<file path="src/rtl/pattern_detector_param.sv">
// pattern_detector_param
// Serial pattern detector with a loadable PAT_W-bit pattern, selectable
// overlapping/non-overlapping detection and a registered one-cycle match
// pulse. An optional saturating match counter is built only when the macro
// PD_MATCH_COUNT_EN is defined; otherwise match_cnt is tied to zero.
module pattern_detector_param #(
  parameter int                PAT_W    = 6,
  parameter logic [PAT_W-1:0]  PAT_INIT = 6'b110100,
  parameter int                CNT_W    = 8
) (
  input  logic              clk,
  input  logic              rst,
  input  logic              x,
  input  logic              in_valid,
  input  logic              overlap,
  input  logic              load,
  input  logic [PAT_W-1:0]  pat_in,
  output logic              y,
  output logic [CNT_W-1:0]  match_cnt
);

  localparam int                FILL_W   = (PAT_W > 2) ? $clog2(PAT_W) : 1;
  localparam logic [FILL_W-1:0] FILL_MAX = FILL_W'(PAT_W - 1);

  typedef enum logic {
    FILL  = 1'b0,
    ARMED = 1'b1
  } state_e;

  state_e             state_q, state_d;
  logic [PAT_W-1:0]   pat_q,   pat_d;
  logic [PAT_W-2:0]   hist_q,  hist_d;
  logic [FILL_W-1:0]  fill_q,  fill_d;
  logic               y_q,     y_d;
  logic [PAT_W-1:0]   window;
  logic               match;

  // Registers the detector state; reset restores the power-on pattern.
  always_ff @(posedge clk) begin
    if (rst) begin
      state_q <= FILL;
      pat_q   <= PAT_INIT;
      hist_q  <= '0;
      fill_q  <= '0;
      y_q     <= 1'b0;
    end else begin
      state_q <= state_d;
      pat_q   <= pat_d;
      hist_q  <= hist_d;
      fill_q  <= fill_d;
      y_q     <= y_d;
    end
  end

  // Next-state logic: load wins over data, idle cycles hold everything.
  always_comb begin
    pat_d  = pat_q;
    hist_d = hist_q;
    fill_d = fill_q;
    y_d    = 1'b0;
    match  = 1'b0;
    window = {hist_q, x};

    if (load) begin
      pat_d  = pat_in;
      hist_d = '0;
      fill_d = '0;
    end else if (in_valid) begin
      match = (state_q == ARMED) && (window == pat_q);
      y_d   = match;
      if (match && !overlap) begin
        // Non-overlapping: the completing bit is consumed by this match.
        hist_d = '0;
        fill_d = '0;
      end else begin
        hist_d = window[PAT_W-2:0];
        fill_d = (fill_q == FILL_MAX) ? fill_q : fill_q + 1'b1;
      end
    end

    state_d = (fill_d == FILL_MAX) ? ARMED : FILL;
  end

  assign y = y_q;

`ifdef PD_MATCH_COUNT_EN
  localparam logic [CNT_W-1:0] CNT_MAX = '1;

  logic [CNT_W-1:0] cnt_q, cnt_d;

  // Saturating match counter, cleared by reset and by a pattern load.
  always_ff @(posedge clk) begin
    if (rst) begin
      cnt_q <= '0;
    end else begin
      cnt_q <= cnt_d;
    end
  end

  // Counter next value: clear on load, bump on match unless already full.
  always_comb begin
    cnt_d = cnt_q;
    if (load) begin
      cnt_d = '0;
    end else if (match && (cnt_q != CNT_MAX)) begin
      cnt_d = cnt_q + 1'b1;
    end
  end

  assign match_cnt = cnt_q;
`else
  assign match_cnt = '0;
`endif

endmodule

</file>
<file path="config.mk">
export PLATFORM = sky130hd
export DESIGN_NAME = pattern_detector_param
export DESIGN_NICKNAME = d
export VERILOG_FILES = /design/src/rtl/pattern_detector_param.sv
export SDC_FILE = /design/constraint.sdc
export NUM_CORES = 1
export LEC_CHECK = 0
export ABC_CLOCK_PERIOD_IN_PS = 3250
export CORE_UTILIZATION = 45
export DETAILED_ROUTE_END_ITERATION = 6
export MAX_ROUTING_LAYER = met4
export PLACE_DENSITY = 0.82
export SLEW_MARGIN = 25
export SYNTH_ARGS = -nofsm -noshare
export SYNTH_HDL_FRONTEND = slang
export SYNTH_SLANG_ARGS = --single-unit
</file>
<file path="constraint.sdc">
create_clock -name clk -period 3.25 [get_ports clk]
set_input_delay 0.65 -clock clk [delete_from_list [all_inputs] [get_ports clk]]
set_output_delay 0.65 -clock clk [all_outputs]
set_load 0.03 [all_outputs]
</file>
# Word-level counts from Yosys, hierarchy flattened
# Index checks and enable logic that the tools add are counted.
[word_totals] regBits=16 inputBits=12 out_inout_bits=9 word_cells=21
[op_classes] addsub=1 n_eq_ne=3 n_mux=6 n_bitwise=1 n_reduce_logical=5
[op_table] cell="$mux W3" n=4
[op_table] cell="$eq A3 B3 Y1 const B" n=2
[op_table] cell="$eq A6 B6 Y1" n=1
[op_table] cell="$mux W5" n=1
[op_table] cell="$add A3 B1 Y3 const B" n=1
[op_table] cell="$reduce_or A3 Y1" n=1
[op_table] cell="$logic_and A1 B1 Y1" n=2
[op_table] cell="$reduce_or A2 Y1" n=1
[op_table] cell="$logic_not A1 Y1" n=1
[op_table] cell="$mux W1" n=1
[op_table] cell="$not A1 Y1" n=1

# Logic depth before layout (Yosys ltp)
[logic_depth] ltp_word=8 ltp_mapped=6 mapped_depth_nobuf=6

# Least setup slack after synthesis
# OpenSTA, ideal clock, no wires.
[synth_timing] path_kind="input to register" startpoint="input in_valid" endpoint="register fill_q[1]" setup_ns=0.134 arrival_ns=1.428 t_required_ns=3.116 setup_slack_ns=1.689 path_stages=5 path_buffers=1 path_cell_list="buf_6 > and2_4 > nand4_4 > o31ai_4 > a211oi_1"
[synth_via] elab_chain_len=2
[synth_lines] item="start, declared" line_no="14" rtl="input logic in_valid,"
[synth_lines] item="$mux W3" line_no="68" rtl="end else if (in_valid) begin"
[synth_lines] item="$mux W3" line_no="64" rtl="if (load) begin"
[synth_lines] item="end signal, assigned" line_no="50" rtl="fill_q <= fill_d;"
[synth_lines] item="end, declared" line_no="33" rtl="logic [FILL_W-1:0] fill_q, fill_d;"
# Every way passes these cells.
# A chain may end at the register's enable or synchronous reset.

==> metrics.md <==
| Metric | Value |
|---|---|
| Post-CTS setup buffer count | 0 |
| Global-route wire length before repair | 2001 um |
| Pleak | 0.3775 nW |
| Die area | 1993 um2 |
| Count of cell types in the netlist | 26 |
| Max Clk Rate | 494.5 MHz |
| Crit path max fanout | 9 |
| Post-synth EDFFs | 0 |
| CTS tree | yes |
| Core ar. | 1708 um2 |
| Period utilisation layout | 0.6223 |
| Starting density of the core | 0.4791 |
| Syn avg cell area | around 10 um2 |
| Area growth from synthesis to layout | 16.82% |
| Detail Placement HPWL | 926.1 um |
| Startpoint Class | input port |
| GR met1 Demand/Resource | 0.1617 |
| Clock transition at the registers of the reported paths | 0.09 ns |
| Chip Height | around 45 um |
| Synth top area cells | dfxtp_1 39%, mux2i_1 9.8%, buf_4 7.3% |
| Slew Limit Fails | 0 |
| H-tree depth | 1 |
| Seq/Total Area, Yosys | 0.3914 |
| Met2 Use GR | 0.2353 |
| Setup crit end kind | register |
| Pwr Density | about 420 nW/um2 |
| CP bufs+invs | 1 |
| Hold WC Path Type | reg -> reg |
| Initial antenna violation count | 0 |
| Routed Antenna Nets | 0 |
| Share of cells above drive strength 1 | 0.1064 |
| Register bit count reported by yosys | 16 |
| Main flop type after synthesis | dfxtp_1 |
| Hold WS | between 0.5 and 0.6 ns |
| Via-per-instance ratio | 4.546 |
| Flop-to-flop setup slack | between 1.5 and 2 ns |
| Setup violators final | 0 |
| Cell Area, Placed | 919.6 um2 |
| Resize count post-CTS | 0 |
| Cells after synthesis | 81 |
| Cell row count | 15 |
| Crit-path slowest cell | clkdlybuf4s50_1 |
| Die width | 44.64 um |
| Max Cap Violations | 0 |
| Hold buffers post-CTS | 0 |
| GR peak layer | met2 |
| Yosys warning count | 0 |
| Critical Path RT | 3.42 ns |
| Clock Latency Late Sink | 0.29 ns |
| Synth Cell Area | 818.3 um2 |
| Final #Nets | 109 |
| Total power | 400.4 uW |
| DRC | 0 |
| Clock tree buffer depth | 2 |
| Most frequent cells in the layout | 16 x dfxtp_1, 13 x nor2_1, 12 x clkdlybuf4s50_1 |
| CTS buffer count | 3 |
| Asr flop ratio synth | 0 |
| DRT iter0 DRCs | 3 |
| IO Count | 21 |
| Status | finished, final reports clean |
| Leading area contributor after synthesis | dfxtp_1 |
| Worst path max stage delay | 0.71 ns |
| Commonest non-fill, non-tap cell in the layout | dfxtp_1 |
| Met3 Use GR | 0.06122 |
| GRT overflow | 0 |
| Antenna cells | 0 |
| Largest net degree at the start of global routing | 11 |
| Post-route cell area | 955.9 um2 |
| Cell family with most CP delay | buffers and inverters |
| Share of the synthesized area in the top cell type | 0.3914 |
| Setup CP Type | in -> reg |
| Setup TNS | 0 ns |
| Maximum vdd ir drop | 315.6 uV |
| Vias after detailed routing | 541 |
| RSZ-0062 raised after global routing | no |
| Final WL | 1238 um |
| Fin crit period | 2.022 ns |
| Crit path DAT | 2.19 ns |
| Final Hold Vio Count | 0 |
| RD Place Congestion | 0.7400 |
| Total iterations of the first detailed-routing run | 4 |
| WL per Instance | roughly 10 um |
| Crit path cell chain | clkdlybuf4s50_1 -> and2_4 -> nand4_4 -> o31ai_4 -> nor2_1 |
| Vias in the first global route | 485 |
| Worst Skew | ~0.007 ns |
| Global Route Usage Sum | 0.1545 |
| Total clock sinks | 16 |
| Root Driver | clkbuf_4 |
| PortBufs | 12 |
## per-stage QoR
| step | setup WS (ns) | instances | utilization |
|---|---|---|---|
| after floorplan | 1.689 | 88 | - |
| after global placement | 0.9677 | 115 | 0.5385 |
| after detailed placement | 0.9049 | 115 | 0.5385 |
| after CTS | 1.228 | 119 | 0.5597 |
| after global routing | 1.155 | 119 | 0.5597 |
| final | 1.228 | 119 | 0.5597 |
## synth_stat cells (2+ instances only)
cell type  number
dfxtp_1        16
nor2b_1         3
ha_1            2
nor2_1         13
a211o_1         3
nand3_1         2
nor3_1          3
inv_1           2
xnor2_2         2
buf_4           8
xnor2_1         5
mux2i_1         8
## routing by layer
layer  vias up  routed length, um
met2        15                557
met4         0                 36
met3         4                 64
met5         -                  0
li1        285                  -
met1       237                580
## state kept, by name, indices dropped and copies added, names as in the netlist
name and count:
state_q 1, y 1, fill_q 3, pat_q 6, hist_q 5
## area by class of cell
class,instances,area [um2]
clock buffer,4,36.28
tap,25,31.28
fill,156,752.0
timing repair buffer,12,120.1
sequential,16,320.3
inverter,2,7.507
multi-input combinational,60,440.4
## power by group
part | total (mW) | internal [mW] | switching (mW)
registers | 0.208 | 0.203 | 0.00544
clock network | 0.131 | 0.0683 | 0.0622
logic | 0.0619 | 0.0283 | 0.0336
total | 0.400 | 0.299 | 0.101
## kinds of logic (layout without fill, tap and decap cells)
family,Yosys count,after routing,synth area share
simple gates,27,27,0.1820
flops,16,16,0.3914
buf+inv,12,18,0.1024
compound gates,8,8,0.09788
mux,8,8,0.09786
xor+xnor,7,7,0.09327
fa+ha+maj,2,2,0.03058
other cells,1,8,0.004583
## path summary, 6_finish.rpt
| kind | start | to | cells past startpoint |
|---|---|---|---|
| setup reg to reg | pat_q[0]$_SDFFE_PP0P_ | hist_q[2]$_SDFFE_PP0P_ | 4 |
| hold / removal | pat_q[0]$_SDFFE_PP0P_ | pat_q[0]$_SDFFE_PP0P_ | 2 |
| hold reg to reg | pat_q[0]$_SDFFE_PP0P_ | pat_q[0]$_SDFFE_PP0P_ | 2 |
| setup / recovery | in_valid | hist_q[2]$_SDFFE_PP0P_ | 5 |
## worst reg2reg max path, cell delays in order (launching register included)
cell and delay [ns]:
dfxtp_1 0.33, xnor2_1 0.30, nand4_4 0.14, o31ai_4 0.37
nor2_1 0.10
(Power assumes the default switching activity.)
